`src/rtl/bpu_update_queue.sv`:
```
// Commit-side update queue for the branch predictor: compacts up to COMMIT_WIDTH
// resolved control-flow instructions per cycle into a FIFO and drains one per cycle.
package config_pkg;
    typedef struct packed {
        logic [31:0] PLEN;
    } cfg_t;

    localparam cfg_t EmptyCfg = '{PLEN: 32'd32};
endpackage

module bpu_update_queue #(
    parameter config_pkg::cfg_t Cfg = config_pkg::EmptyCfg,
    parameter int unsigned COMMIT_WIDTH = 4,
    parameter int unsigned DEPTH = 8,
    localparam int unsigned PLEN = Cfg.PLEN,
    localparam int unsigned CW = $clog2(DEPTH + 1)
) (
    input  logic                                clk_i,
    input  logic                                rst_i,
    input  logic [COMMIT_WIDTH-1:0]             commit_valid_i,
    input  logic [COMMIT_WIDTH-1:0][PLEN-1:0]   commit_pc_i,
    input  logic [COMMIT_WIDTH-1:0]             commit_is_cond_i,
    input  logic [COMMIT_WIDTH-1:0]             commit_taken_i,
    input  logic [COMMIT_WIDTH-1:0][PLEN-1:0]   commit_target_i,
    input  logic [COMMIT_WIDTH-1:0]             commit_is_call_i,
    input  logic [COMMIT_WIDTH-1:0]             commit_is_ret_i,
    output logic                                commit_ready_o,
    output logic                                update_valid_o,
    output logic [PLEN-1:0]                     update_pc_o,
    output logic                                update_is_cond_o,
    output logic                                update_taken_o,
    output logic [PLEN-1:0]                     update_target_o,
    output logic                                update_is_call_o,
    output logic                                update_is_ret_o,
    output logic [CW-1:0]                       count_o
);
    localparam int unsigned PW = (DEPTH > 1) ? $clog2(DEPTH) : 1;
    localparam logic [PW-1:0] PTR_MASK = PW'(DEPTH - 1);
    localparam logic [CW-1:0] READY_MAX = CW'(DEPTH - COMMIT_WIDTH);

    typedef struct packed {
        logic [PLEN-1:0] pc;
        logic            is_cond;
        logic            taken;
        logic [PLEN-1:0] target;
        logic            is_call;
        logic            is_ret;
    } entry_t;

    entry_t        mem [DEPTH];
    logic [PW-1:0] head_q;
    logic [PW-1:0] tail_q;
    logic [CW-1:0] count_q;

    logic          ready;
    logic          pop;
    logic [CW-1:0] n_push;
    logic [CW-1:0] n_accept;
    logic [CW:0]   count_next_wide;
    logic [PW-1:0] slot [COMMIT_WIDTH];
    entry_t        lane_entry [COMMIT_WIDTH];
    entry_t        head_entry;

    // Conditional branches are never calls/returns; unconditional transfers are always taken.
    function automatic entry_t normalize(
        input logic [PLEN-1:0] pc,
        input logic            is_cond,
        input logic            taken,
        input logic [PLEN-1:0] target,
        input logic            is_call,
        input logic            is_ret
    );
        entry_t e;
        e.pc      = pc;
        e.is_cond = is_cond;
        e.taken   = is_cond ? taken : 1'b1;
        e.target  = target;
        e.is_call = !is_cond && is_call;
        e.is_ret  = !is_cond && is_ret && !is_call;
        return e;
    endfunction

    // Ready looks only at the registered count, so a same-cycle pop never feeds back into commit.
    assign ready = (count_q <= READY_MAX);
    assign pop   = (count_q != '0);

    // Each valid lane lands at tail plus the number of valid lanes below it.
    always_comb begin
        n_push = '0;
        for (int i = 0; i < COMMIT_WIDTH; i++) begin
            slot[i]       = (tail_q + PW'(n_push)) & PTR_MASK;
            lane_entry[i] = normalize(commit_pc_i[i], commit_is_cond_i[i], commit_taken_i[i],
                                      commit_target_i[i], commit_is_call_i[i], commit_is_ret_i[i]);
            n_push        = n_push + CW'(commit_valid_i[i]);
        end
    end

    assign n_accept        = ready ? n_push : '0;
    assign count_next_wide = {1'b0, count_q} + {1'b0, n_accept} - (CW + 1)'(pop);

    always_ff @(posedge clk_i) begin
        if (rst_i) begin
            head_q  <= '0;
            tail_q  <= '0;
            count_q <= '0;
        end else begin
            tail_q  <= (tail_q + PW'(n_accept)) & PTR_MASK;
            if (pop) begin
                head_q <= (head_q + PW'(1)) & PTR_MASK;
            end
            count_q <= count_next_wide[CW-1:0];
        end
    end

    always_ff @(posedge clk_i) begin
        for (int i = 0; i < COMMIT_WIDTH; i++) begin
            if (ready && commit_valid_i[i]) begin
                mem[slot[i]] <= lane_entry[i];
            end
        end
    end

    always_ff @(posedge clk_i) begin
        if (!rst_i) begin
            assert (count_next_wide <= (CW + 1)'(DEPTH));
        end
    end

    assign head_entry       = pop ? mem[head_q] : '0;
    assign commit_ready_o   = ready;
    assign update_valid_o   = pop;
    assign update_pc_o      = head_entry.pc;
    assign update_is_cond_o = head_entry.is_cond;
    assign update_taken_o   = head_entry.taken;
    assign update_target_o  = head_entry.target;
    assign update_is_call_o = head_entry.is_call;
    assign update_is_ret_o  = head_entry.is_ret;
    assign count_o          = count_q;
endmodule

```
`config.mk`:
```
export PLATFORM = sky130hd
export DESIGN_NAME = bpu_update_queue
export DESIGN_NICKNAME = d
export VERILOG_FILES = /design/src/rtl/bpu_update_queue.sv
export SDC_FILE = /design/constraint.sdc
export NUM_CORES = 2
export LEC_CHECK = 0
export CAP_MARGIN = 25
export CORE_UTILIZATION = 43
export CTS_BUF_LIST = sky130_fd_sc_hd__clkbuf_8
export CTS_CLUSTER_SIZE = 10
export DETAILED_ROUTE_END_ITERATION = 12
export SYNTH_ARGS = -nofsm -noshare
export SYNTH_HDL_FRONTEND = slang
export SYNTH_SLANG_ARGS = --single-unit
```
`constraint.sdc`:
```
create_clock -name clk_i -period 11.8 [get_ports clk_i]
set_input_delay 2.36 -clock clk_i [delete_from_list [all_inputs] [get_ports clk_i]]
set_output_delay 2.36 -clock clk_i [all_outputs]
set_load 0.05 [all_outputs]
```
Word-level counts from Yosys, hierarchy flattened
Memory sizes are Yosys's and may differ from the RTL's. A register that Yosys moved wholly into a read port is not among the register bits.
Index checks and enable logic that the tools add are counted.
Word-level totals
  memories kept: 1
  latch bits: 0
  memory bits (read-only): 0
  input port bits: 278
  memory bits (writable): 544
  register bits: 10
  logic and storage cells: 56
  output and inout bits: 74
Operators by class
  bitwise logic cells: 0
  mux-type cells: 16
  reductions and logical operators: 25
  shift operators: 0
  div/mod/pow operators: 0
  add/subtract/negate cells: 10
  equal/unequal tests: 0
  order comparisons: 1
  multipliers: 0
Memory list
  mem: depth 8, width 68, rd ports 1, clocked after memory_dff 1, wr ports 4, line 50  | entry_t mem [DEPTH];
Operator list (count)
  68-bit two-way mux: 1
  1-bit logical AND: 16
  1-bit two-way mux: 12
  1-bit zero test: 8
  3-bit adder: 2
  3-bit two-way mux: 2
  3-bit by 1-bit adder with 4-bit output: 1
  4-bit adder: 1
  4-bit by 3-bit less-or-equal comparator with 1-bit output, second input constant: 1
  4-bit two-way mux: 1
  4-bit nonzero test: 1
  4-bit by 1-bit subtractor with 4-bit output: 1
  2-bit by 1-bit adder with 3-bit output: 1
  3-bit by 1-bit adder with 3-bit output: 1
  3-bit by 1-bit adder with 3-bit output, second input constant: 1
  3-bit by 2-bit adder with 3-bit output: 1
  1-bit by 1-bit adder with 2-bit output: 1

Longest topological paths before layout
  depth after elaboration: 6
  depth in mapped cells: 11
  mapped depth without buffers: 11

Least setup slack after synthesis
No wires, ideal clock.
  path kind: in2reg
  start: input port commit_valid_i[0]
  end: memory mem[7][0] (netlist bit) (enable)
  data required time: 10.912 ns
  buffers on the path: 3
  setup time: 0.888 ns
  cell stages on the path: 11
  arrival time: 6.261 ns
  path slack: 4.651 ns
  path through: fa_1 -> ha_1 -> fa_1 -> xor2_1 -> xor2_1 -> buf_2 -> nor2_1 -> nor2_1 -> buf_2 -> buf_2 -> nand3_1
RTL lines
  from (decl): line 20  | input logic [COMMIT_WIDTH-1:0] commit_valid_i,
  to (decl): line 50

==> results.json <==
{
  "status": "finished clean",
  "slew_headroom": 0.200,
  "cts_sinks": 557,
  "timing_worst_slew_pin_value_ns": 1.20,
  "worst-path-buf-inv": 4,
  "cp_max_fo": 40,
  "max-vdd-ir-drop_uv": 238,
  "synthFlopType": "edfxtp_1",
  "track_usage": 0.349,
  "syn-mean-instance-area_um2": 10.2,
  "p_per_area_mw_per_mm2": 279,
  "hpwl_um": 93300,
  "synth_cell_type_count": 61,
  "reg2reg_setup_slack_ns": 7.10,
  "clkPwrFrac": 0.142,
  "required_ns": 12.15,
  "finalWirelength_um": 167000,
  "clock.fmax_mhz": 144,
  "pwr-share-comb": 0.559,
  "ant_nets": 0,
  "grt_pass1_vias": 34417,
  "clk_pin_slew_ns": 0.05,
  "finalSetupViolations": 0,
  "hold_viol": 0,
  "criticalPathCategory": "primary input to register",
  "yosysWarnings": 0,
  "vias": 34623,
  "synth_edf_count": 544,
  "vias_per_cell": 6.82,
  "die_y_um": 306,
  "swShare": 0.482,
  "seq_area_frac_synth": 0.418,
  "grt_setup_unrepaired": "false",
  "antenna_found_initial": 13,
  "cts_resized": 0,
  "finClkSkew_ns": 0.0312,
  "fin_tns_setup_ns": 0,
  "crit_start": "commit_valid_i[1]",
  "p_switching_mw": 6.02,
  "cap_violations": 0,
  "cellLeakagePower_nw": 15.9,
  "power_frac_seq": 0.300,
  "cp.arrival_ns": 7.32,
  "cts_setup_buffers": 0,
  "syn-num-nets": 4178,
  "gr-total-overflow": 0,
  "placed_cells": 4873,
  "cp-start-kind": "primary input",
  "drc_errors": 0,
  "clk_latency_ns": 0.74,
  "io_pins": 352,
  "cts_hold_buf": 0,
  "intPower_mw": 6.48,
  "grt_pass1_wl_um": 240000,
  "numCtsBuffers": 106,
  "fin_hold_ws_ns": 0.475,
  "first_pass_iters": 8,
  "final_nets": 4099,
  "hold_path_startpoint": "head_q[1]",
  "dieArea_mm2": 0.0936,
  "gp_congestion": 0.878,
  "crit_family": "buffers and inverters",
  "cts_tree": "yes",
  "die_width_um": 306,
  "drive_above_1_share": 0.112,
  "crit_chain": "clkdlybuf4s50_1 > fa_1 > ha_1 > fa_1 > xor2_1 > xor2_2 > nor2_2 > nor2_4 > buf_4 > buf_12 > nand2_4 > buf_4",
  "final_cell_mix": "nor2_1, mux2i_1, edfxtp_1, nor3_1, a211oi_1",
  "h-tree-depth": 3,
  "cts.path.max_buffers": 3,
  "core_area_mm2": 0.0915,
  "period_needed_ns": 6.97,
  "start_util": 0.434,
  "synthesis.area_mm2": 0.0397,
  "hp-class": "register to register",
  "root_buffer": "clkbuf_8",
  "wl_per_cell_um": 32.9,
  "async_flop_share": 0,
  "final_cells": 5076,
  "postSynthCellCount": 3878,
  "period_share": 0.590,
  "r2r-start": "tail_q[0]",
  "grt_max_degree": 82,
  "drt_iter0_markers": 4481,
  "cpMaxStageDelayCell": "xor2_2",
  "drv_slew": 0,
  "portBuffers": 351,
  "cp-end-kind": "register",
  "syn2layout_area_growth_pct": 12.8,
  "fp-row-count": 111,
  "slowest_delay_ns": 0.79,
  "layout_commonest_cell": "nor2_1",
  "ys_ff_latch": 557
}
-- routing by layer --
layer / GRT usage / wire, um
met1: 0.452 / 62200
met2: 0.548 / 75600
met3: 0.0776 / 20000
met4: 0.177 / 8840
met5: 0 / 141
-- Yosys cell counts, types with 5 or more instances --
library cell / instances / area (um^2)
buf_1: 55 / 206
o21ai_0: 17 / 85.1
nor2_1: 738 / 2770
a221oi_1: 78 / 683
a221oi_2: 38 / 571
nor2b_1: 11 / 68.8
buf_6: 8 / 90.1
nand4_1: 5 / 31.3
nand3_1: 15 / 75.1
dfxtp_1: 13 / 260
a21oi_1: 8 / 40.0
ha_1: 18 / 225
inv_1: 13 / 48.8
buf_2: 149 / 746
clkbuf_2: 87 / 435
edfxtp_1: 544 / 16300
nand2_1: 40 / 150
a211oi_1: 406 / 3050
nor3_1: 408 / 2040
mux2i_1: 602 / 6030
nand2b_1: 68 / 425
buf_4: 54 / 405
and3_1: 7 / 43.8
mux4_2: 136 / 3060
clkbuf_1: 262 / 983
o221ai_1: 12 / 105
xnor2_1: 8 / 70.1
a31oi_1: 7 / 43.8
xor2_1: 8 / 70.1
-- cells by family after synthesis --
kind of cell | synth area share
compound gates | 0.120
fa+ha+maj | 0.00769
buf+inv | 0.0739
mux | 0.229
xor+xnor | 0.00353
flops | 0.418
simple gates | 0.148
-- power groups by stage --
| stage | Clock (mW) | Sequential, mW | Combinational (mW) |
|---|---|---|---|
| 5_1_grt | 1.85 | 3.81 | 7.19 |
| 3_5_place_dp | 0 | 3.79 | 6.83 |
| 3_3_place_gp | 0 | 3.77 | 6.74 |
| 4_1_cts | 1.77 | 3.75 | 6.84 |
| 2_1_floorplan | 0 | 3.63 | 4.45 |
| 6_report | 1.77 | 3.75 | 6.98 |
-- state kept, by name, indices dropped and copies added, names as in the netlist, named ones only --
signal   flops
head_q       3
tail_q       3
count_o      4
mem        544
-- final cells by class --
class | instances | area [um^2]
fillers | 8261 | 46700
multi-input cells | 2691 | 20600
flip-flops and latches | 557 | 16600
repair buffers | 429 | 4230
clock buffers | 110 | 1510
well taps | 1186 | 1480
clock inverters | 87 | 358
inverters | 14 | 52.6
diodes | 2 | 5.00
-- worst reg2reg max path: cells and delay by family (launching register included) --
kind | cells | cell delay (ns)
XOR/XNOR | 2 | 1.13
adder cells (fa/ha/maj) | 2 | 0.68
buffers and inverters | 3 | 1.33
flip-flops | 1 | 0.42
AND/OR/NAND/NOR | 3 | 0.70
-- metrics by stage --
step | utilization | total power, mW | worst slack, ns | area (um^2)
5_1_grt | 0.490 | 12.9 | 4.75 | 44800
6_report | 0.490 | 12.5 | 4.83 | 44800
2_1_floorplan | - | 8.08 | 4.65 | 39700
3_5_place_dp | 0.468 | 10.6 | 3.77 | 42800
3_3_place_gp | 0.467 | 10.5 | 3.82 | 42700
4_1_cts | 0.489 | 12.4 | 4.56 | 44700
-- worst paths after layout --
kind / endpoint / cells after the start
worst min-delay path: register / 2
worst max-delay path: mem[5][16] / 12
worst min register to register: register / 2
worst max register to register: mem[5][16] / 10
Power figures use the tool's default switching activity.
